==> config.mk <==
export PLATFORM = sky130hd
export DESIGN_NAME = pipeline_hazard_ctrl
export DESIGN_NICKNAME = d
export VERILOG_FILES = /design/src/rtl/pipeline_hazard_ctrl.sv
export SDC_FILE = /design/constraint.sdc
export NUM_CORES = 1
export LEC_CHECK = 0
export CAP_MARGIN = 20
export CORE_MARGIN = 2
export CORE_UTILIZATION = 37
export CTS_BUF_LIST = sky130_fd_sc_hd__clkbuf_16
export DETAILED_ROUTE_END_ITERATION = 6
export PLACE_DENSITY = 0.83
export SYNTH_ARGS = -nofsm -noshare
export SYNTH_HDL_FRONTEND = slang
export SYNTH_SLANG_ARGS = --single-unit
==> constraint.sdc <==
create_clock -name clk -period 3 [get_ports clk]
set_input_delay 0.75 -clock clk [delete_from_list [all_inputs] [get_ports clk]]
set_output_delay 0.75 -clock clk [all_outputs]
set_load 0.01 [all_outputs]
==> src/rtl/pipeline_hazard_ctrl.sv <==
// pipeline_hazard_ctrl
// Load-use stall and operand-forwarding controller for a classic 5-stage pipeline.
// It tracks the two instructions ahead of decode (EX and MEM) in a small scoreboard.
// From that it decides:
//   - whether the decode instruction must wait one cycle behind a load, and
//   - which pipeline result, if any, should replace each of its source operands.
// Optional feature: define HAZARD_STALL_CNT_EN to add a saturating counter of stall
// cycles on the stall_count port. Without the macro the port and counter do not exist.

module pipeline_hazard_ctrl #(
  parameter int CNT_W = 16
) (
  input  logic             clk,
  input  logic             rst_n,
  input  logic             dec_valid,
  input  logic [4:0]       dec_rs1,
  input  logic [4:0]       dec_rs2,
  input  logic [4:0]       dec_rd,
  input  logic             dec_we,
  input  logic             dec_is_load,
  input  logic             flush,
  input  logic [31:0]      ex_result,
  input  logic [31:0]      mem_result,
  output logic             stall,
  output logic             bubble,
  output logic             hazard_raw_rs1,
  output logic             hazard_raw_rs2,
  output logic [31:0]      hazard_rs1_value,
  output logic [31:0]      hazard_rs2_value
`ifdef HAZARD_STALL_CNT_EN
  ,
  output logic [CNT_W-1:0] stall_count
`endif
);

  typedef enum logic {
    RUN   = 1'b0,
    STALL = 1'b1
  } state_t;

  // Result of a forwarding lookup for one source operand.
  typedef struct packed {
    logic        raw;
    logic [31:0] value;
  } fwd_t;

  state_t state;
  state_t state_next;

  // EX-stage scoreboard entry: the instruction one stage ahead of decode.
  logic       ex_v;
  logic [4:0] ex_rd;
  logic       ex_we;
  logic       ex_ld;

  // MEM-stage scoreboard entry: the instruction two stages ahead of decode.
  logic       mem_v;
  logic [4:0] mem_rd;
  logic       mem_we;

  logic load_use;
  logic ex_accept;
  fwd_t fwd_rs1;
  fwd_t fwd_rs2;

  // EX results are preferred because they are younger than MEM results.
  // A load sitting in EX has no data yet, so it cannot supply a value here.
  // In that case the lookup falls through to MEM, and the load-use stall covers it.
  // Register x0 is hard-wired to zero, so it never forwards.
  function automatic fwd_t fwd_lookup(
    input logic [4:0]  src,
    input logic        e_v,
    input logic [4:0]  e_rd,
    input logic        e_we,
    input logic        e_ld,
    input logic        m_v,
    input logic [4:0]  m_rd,
    input logic        m_we,
    input logic [31:0] e_res,
    input logic [31:0] m_res
  );
    fwd_t r;
    r.raw   = 1'b0;
    r.value = 32'h0;
    if (src != 5'd0) begin
      if (e_v && e_we && !e_ld && (e_rd == src)) begin
        r.raw   = 1'b1;
        r.value = e_res;
      end else if (m_v && m_we && (m_rd == src)) begin
        r.raw   = 1'b1;
        r.value = m_res;
      end
    end
    return r;
  endfunction

  // Detect a load in EX whose destination feeds a source of the decode instruction.
  always_comb begin
    load_use = 1'b0;
    if (dec_valid && ex_v && ex_we && ex_ld && (ex_rd != 5'd0)) begin
      load_use = (ex_rd == dec_rs1) || (ex_rd == dec_rs2);
    end
  end

  // Stall FSM: one-cycle stall on a load-use hazard, with flush overriding it.
  always_comb begin
    state_next = state;
    stall      = 1'b0;
    bubble     = 1'b0;
    unique case (state)
      RUN: begin
        if (load_use && !flush) begin
          stall      = 1'b1;
          bubble     = 1'b1;
          state_next = STALL;
        end
      end
      STALL: begin
        state_next = RUN;
      end
      default: begin
        state_next = RUN;
      end
    endcase
  end

  // FSM state register.
  always_ff @(posedge clk or negedge rst_n) begin
    if (!rst_n) begin
      state <= RUN;
    end else begin
      state <= state_next;
    end
  end

  // Decode moves into EX only when it is valid and neither held nor squashed.
  always_comb begin
    ex_accept = dec_valid && !stall && !flush;
  end

  // Advance the scoreboard: EX takes decode or a bubble, and MEM always takes EX.
  always_ff @(posedge clk or negedge rst_n) begin
    if (!rst_n) begin
      ex_v   <= 1'b0;
      ex_rd  <= 5'd0;
      ex_we  <= 1'b0;
      ex_ld  <= 1'b0;
      mem_v  <= 1'b0;
      mem_rd <= 5'd0;
      mem_we <= 1'b0;
    end else begin
      mem_v  <= ex_v;
      mem_rd <= ex_rd;
      mem_we <= ex_we;
      if (ex_accept) begin
        ex_v  <= 1'b1;
        ex_rd <= dec_rd;
        ex_we <= dec_we;
        ex_ld <= dec_is_load;
      end else begin
        ex_v  <= 1'b0;
      end
    end
  end

  // Combinational operand forwarding for both decode sources (no added latency).
  always_comb begin
    fwd_rs1 = fwd_lookup(dec_rs1, ex_v, ex_rd, ex_we, ex_ld,
                         mem_v, mem_rd, mem_we, ex_result, mem_result);
    fwd_rs2 = fwd_lookup(dec_rs2, ex_v, ex_rd, ex_we, ex_ld,
                         mem_v, mem_rd, mem_we, ex_result, mem_result);
    hazard_raw_rs1   = fwd_rs1.raw;
    hazard_rs1_value = fwd_rs1.value;
    hazard_raw_rs2   = fwd_rs2.raw;
    hazard_rs2_value = fwd_rs2.value;
  end

`ifdef HAZARD_STALL_CNT_EN
  localparam logic [CNT_W-1:0] CNT_ONE = {{(CNT_W-1){1'b0}}, 1'b1};
  localparam logic [CNT_W-1:0] CNT_MAX = {CNT_W{1'b1}};

  // Count stall cycles, holding at all-ones instead of wrapping.
  always_ff @(posedge clk or negedge rst_n) begin
    if (!rst_n) begin
      stall_count <= '0;
    end else if (stall && (stall_count != CNT_MAX)) begin
      stall_count <= stall_count + CNT_ONE;
    end
  end
`endif

endmodule

Word-level counts from Yosys, hierarchy flattened

Index checks and enable logic that the tools add are counted.

Equality and inequality tests: 4
Multiplexer cells: 11
Bitwise logic cells: 1
Reductions and logical operators: 21

Operator list:

| cell                            | count |
|---|---|
| 2-to-1 mux 33 bit               | 6 |
| == test 5 bit                   | 4 |
| nonzero test 5 bit              | 3 |
| logical AND 1 bit               | 14 |
| 2-to-1 mux 1 bit                | 4 |
| logical NOT 1 bit               | 3 |
| case mux 1 bit (2 select lines) | 1 |
| logical OR 1 bit                | 1 |
| inverter 1 bit                  | 1 |

Flip-flop bits (word level): 16
Bits of input ports: 85
Output and inout port bits: 68
Word-level logic and storage cells: 45

Depth between registers and ports, before layout

Depth in word-level cells: 12
Depth in mapped cells: 8
Mapped depth without buffers: 5

Worst setup path before layout

Ideal clock, no wire load.

Path kind: input to output
From: in flush
To: out stall
Data arrival time: 2.160 ns
Data required time: 2.250 ns
Slack: 0.090 ns
Stages on the path: 6
Buffers on the path: 2
Cell sequence: nand2b_1 clkbuf_1 nor4b_4 o21ai_1 a21oi_1 buf_4

Word-level cells in the longest chain between the ends: 4

RTL lines:

| item                          | RTL line | text |
|---|---|---|
| start: declaration            | 21       | `input logic flush,` |
| logical NOT 1 bit             | 112      | `if (load_use && !flush) begin` |
| logical AND 1 bit             | 112      |  |
| 2-to-1 mux 1 bit (2 in a row) | --       |  |
| end: declaration              | 24       | `output logic stall,` |

No other way between the ends.

Final worst setup path

From: in dec_rs1[4]
To: out hazard_rs1_value[1]

Word-level cells in the longest chain between the ends: 5
Elaborated cells between the ends (all ways): 8
Those cells by class: eq/ne: 2; mux: 3; reduce/logical: 3

RTL lines:

| item                | RTL line | text |
|---|---|---|
| start: declaration  | 16       | `input logic [4:0] dec_rs1,` |
| == test 5 bit       | 89       | `end else if (m_v && m_we && (m_rd == src)) begin` |
| logical AND 1 bit   | 89       |  |
| 2-to-1 mux 33 bit   | 89       |  |
| 2-to-1 mux 33 bit   | 86       | `if (e_v && e_we && !e_ld && (e_rd == src)) begin` |
| 2-to-1 mux 33 bit * | 85       | `if (src != 5'd0) begin` |
| end: declaration    | 28       | `output logic [31:0] hazard_rs1_value,` |

Every way passes the cells marked *; elsewhere a longest branch is shown, timed or not.

==> qor.txt <==
Status - complete, but fails checks
Failing checks - setup timing
Die height - 82.3 um
Post-DRT Antenna Nets - 0
Util after Layout - 80.7%
Core area - 5920 um^2
Syn Area/Cell - 7.03 um^2
WP data arrival - 2.47 ns
Global-route wire length before repair - 18.1 mm
Switch share - 31.7%
Area grow syn2layout - 111%
HPWL after detailed placement - 6.99 mm
Worst clock skew - 0.00131 ns
Vias per cell - 6.24
Endpoints failing hold - 0
Worst Path Required - 2.25 ns
Final setup viols - 51
Worst setup EP type - primary output
Hold Buf Count CTS - 0
Worst hold path class - reg -> reg
Initial Utilization - 38.3%
Clock Power Share - 26.0%
Syn Nets - 408
Total power - 993 uW
Die Area - 6780 um^2
CTS tree - yes
DP Area - 4080 um^2
Overall routing resource usage - 35.6%
Post-Route WL - 13.6 mm
Comb power frac - 46.2%
ANT cells - 0
Largest net degree at the start of global routing - 34
Root Driver - clkbuf_16
# rows - 28
Leakage - 1.92 nW
Worst-Skew Late Latency - 0.25 ns
Drt first pass iters - 7
#FFs+latches synth - 16
Worst Setup Start Kind - primary input
Psw - 315 uW
Die X - 82.3 um
Layout cells sized above 1 - 54.4%
Ys flop type - dfrtp_1
GRT Residual Overflow - 0
Mapped cell area - 2270 um^2
Global placer's final weighted congestion - 0.927
Gate Count Post-Synth - 323
Most frequent cells in the layout - nand2_1, clkdlybuf4s50_1, buf_2
Minimum clock period - 3.22 ns
Number of I/O port buffers - 152
Final #Nets - 609
CTS buffer count - 3
Register share of total power - 27.8%
Synth area leader - dfrtp_1
P per Cell Area - 208 nW/um^2
Initial antenna violation count - 0
Int Pwr - 679 uW
Final instance area - 4780 um^2
RSZ-0062 raised after global routing - yes
VDD IR max - 288 uV
Maximum capacitance violations - 0
Share of the synthesized area in the top cell type - 17.6%
Vias post-DR - 3,723
Worst-margin pin slew - 0.737 ns
Drt wl/cell - 22.8 um
H-tree depth - 1
CTS Buffer Depth - 2
Vias in the first global route - 3,453
CTS Sinks - 16
Setup ws final - -0.224 ns
Post-synth EDFFs - 0
Crit path max fanout - 8
Top-Level Pins - 153
Drt initial violations - 292
DRC - 0
Normalized max-slew margin - 50.7%
Max Freq - 0.310 GHz
Critical setup path kind - in -> out
CTS clk-pin slew, worst paths - 0.05 ns
Slew Limit Fails - 0
Sequential area share after synthesis - 17.6%
Synth cell types - 37
Period Utilization, post-route - 107%
Top post-synthesis cells by area - dfrtp_1, nand2_1, a21oi_2
Synth Warn # - 0
Ys async rst share - 100%
[repair_timing]
action	CTS	global route
gates cloned	13	2
gates resized for setup	369	92
pin swaps	73	62
endpoints found under the setup margin	68	68
buffers inserted	23	4
[cell usage after synthesis, types with 3 or more instances]
| master | count |
|---|---|
| a21oi_2 | 29 |
| nor2_1 | 6 |
| buf_2 | 4 |
| or3b_1 | 29 |
| buf_6 | 6 |
| nand2_1 | 77 |
| xnor2_1 | 15 |
| or3b_2 | 3 |
| nand3_1 | 39 |
| a21oi_1 | 36 |
| o211ai_1 | 7 |
| dfrtp_1 | 16 |
| a22oi_1 | 5 |
| clkbuf_1 | 15 |
| xor2_1 | 3 |
| buf_4 | 5 |
| and2_1 | 5 |
[through the flow]
step | setup WS, ns | instances | setup TNS (ns) | hold WS, ns
floorplan | 0.0896 | 323 | 0 | 0.354
global placement | -0.966 | 557 | -53.12 | 0.371
detailed placement | -1.01 | 557 | -55.43 | 0.361
CTS | -0.0941 | 596 | -1.56 | 0.371
global route | -0.227 | 597 | -6.38 | 0.393
finish | -0.224 | 597 | -3.89 | 0.368
[power groups by stage]
stage | clock network (mW) | logic, mW | registers (mW)
after floorplan | 0 | 0.123 | 0.273
after global placement | 0 | 0.345 | 0.269
after detailed placement | 0 | 0.352 | 0.270
after CTS | 0.259 | 0.408 | 0.271
after global routing | 0.270 | 0.482 | 0.279
final | 0.258 | 0.459 | 0.276
[final cells by class]
cell class,count,area [um^2]
clock buffer,3,75.1
fill,330,1140
inverter,2,7.51
multi-input combinational,278,2200
sequential,16,400
tap,75,93.8
timing repair buffer,223,2010
[metal layers]
| metal | up-vias | share of wire (%) | global-route usage (%) |
|---|---|---|---|
| li1 | 1548 | - | - |
| met1 | 1715 | 34 | 38.8 |
| met2 | 338 | 47 | 61.7 |
| met3 | 122 | 12 | 9.46 |
| met4 | 0 | 6.8 | 21.0 |
| met5 | - | 0 | 0 |
[cells by family after synthesis]
logic type	synth area share (%)
and+or+nand+nor	42.7
buffers and inverters	8.54
DFF	17.6
xor gates and xnor gates	6.95
AOI/OAI and AO/OA	24.1
[final timing paths]
| kind | start | endpoint | slack, ns | cells after the start |
|---|---|---|---|---|
| min in group asynchronous | rst_n | ex_rd[0]$_DFFE_PN0P_ | 0.94 | 1 |
| min | ex_v$_DFF_PN0_ | mem_v$_DFF_PN0_ | 0.37 | 0 |
| max reg2reg | ex_rd[4]$_DFFE_PN0P_ | ex_rd[0]$_DFFE_PN0P_ | 0.84 | 8 |
| max | dec_rs1[4] | hazard_rs1_value[1] | -0.22 | 8 |
| min reg2reg | ex_v$_DFF_PN0_ | mem_v$_DFF_PN0_ | 0.37 | 0 |
| max in group asynchronous | rst_n | mem_v$_DFF_PN0_ | 1.59 | 1 |
[worst max-delay path, stage by stage]
cell     delay (ns)
buf_8          0.10
xnor2_2        0.11
nand4_1        0.12
buf_6          0.15
or3_4          0.44
or3b_4         0.41
a21oi_2        0.20
buf_2          0.19
[registers in the layout, summed over array words and instances (netlist names)]
name,cells
ex_we,1
ex_v,1
ex_rd,5
ex_ld,1
state,1
mem_v,1
mem_rd,5
mem_we,1
Note: power is estimated with default switching activity, not from simulation.
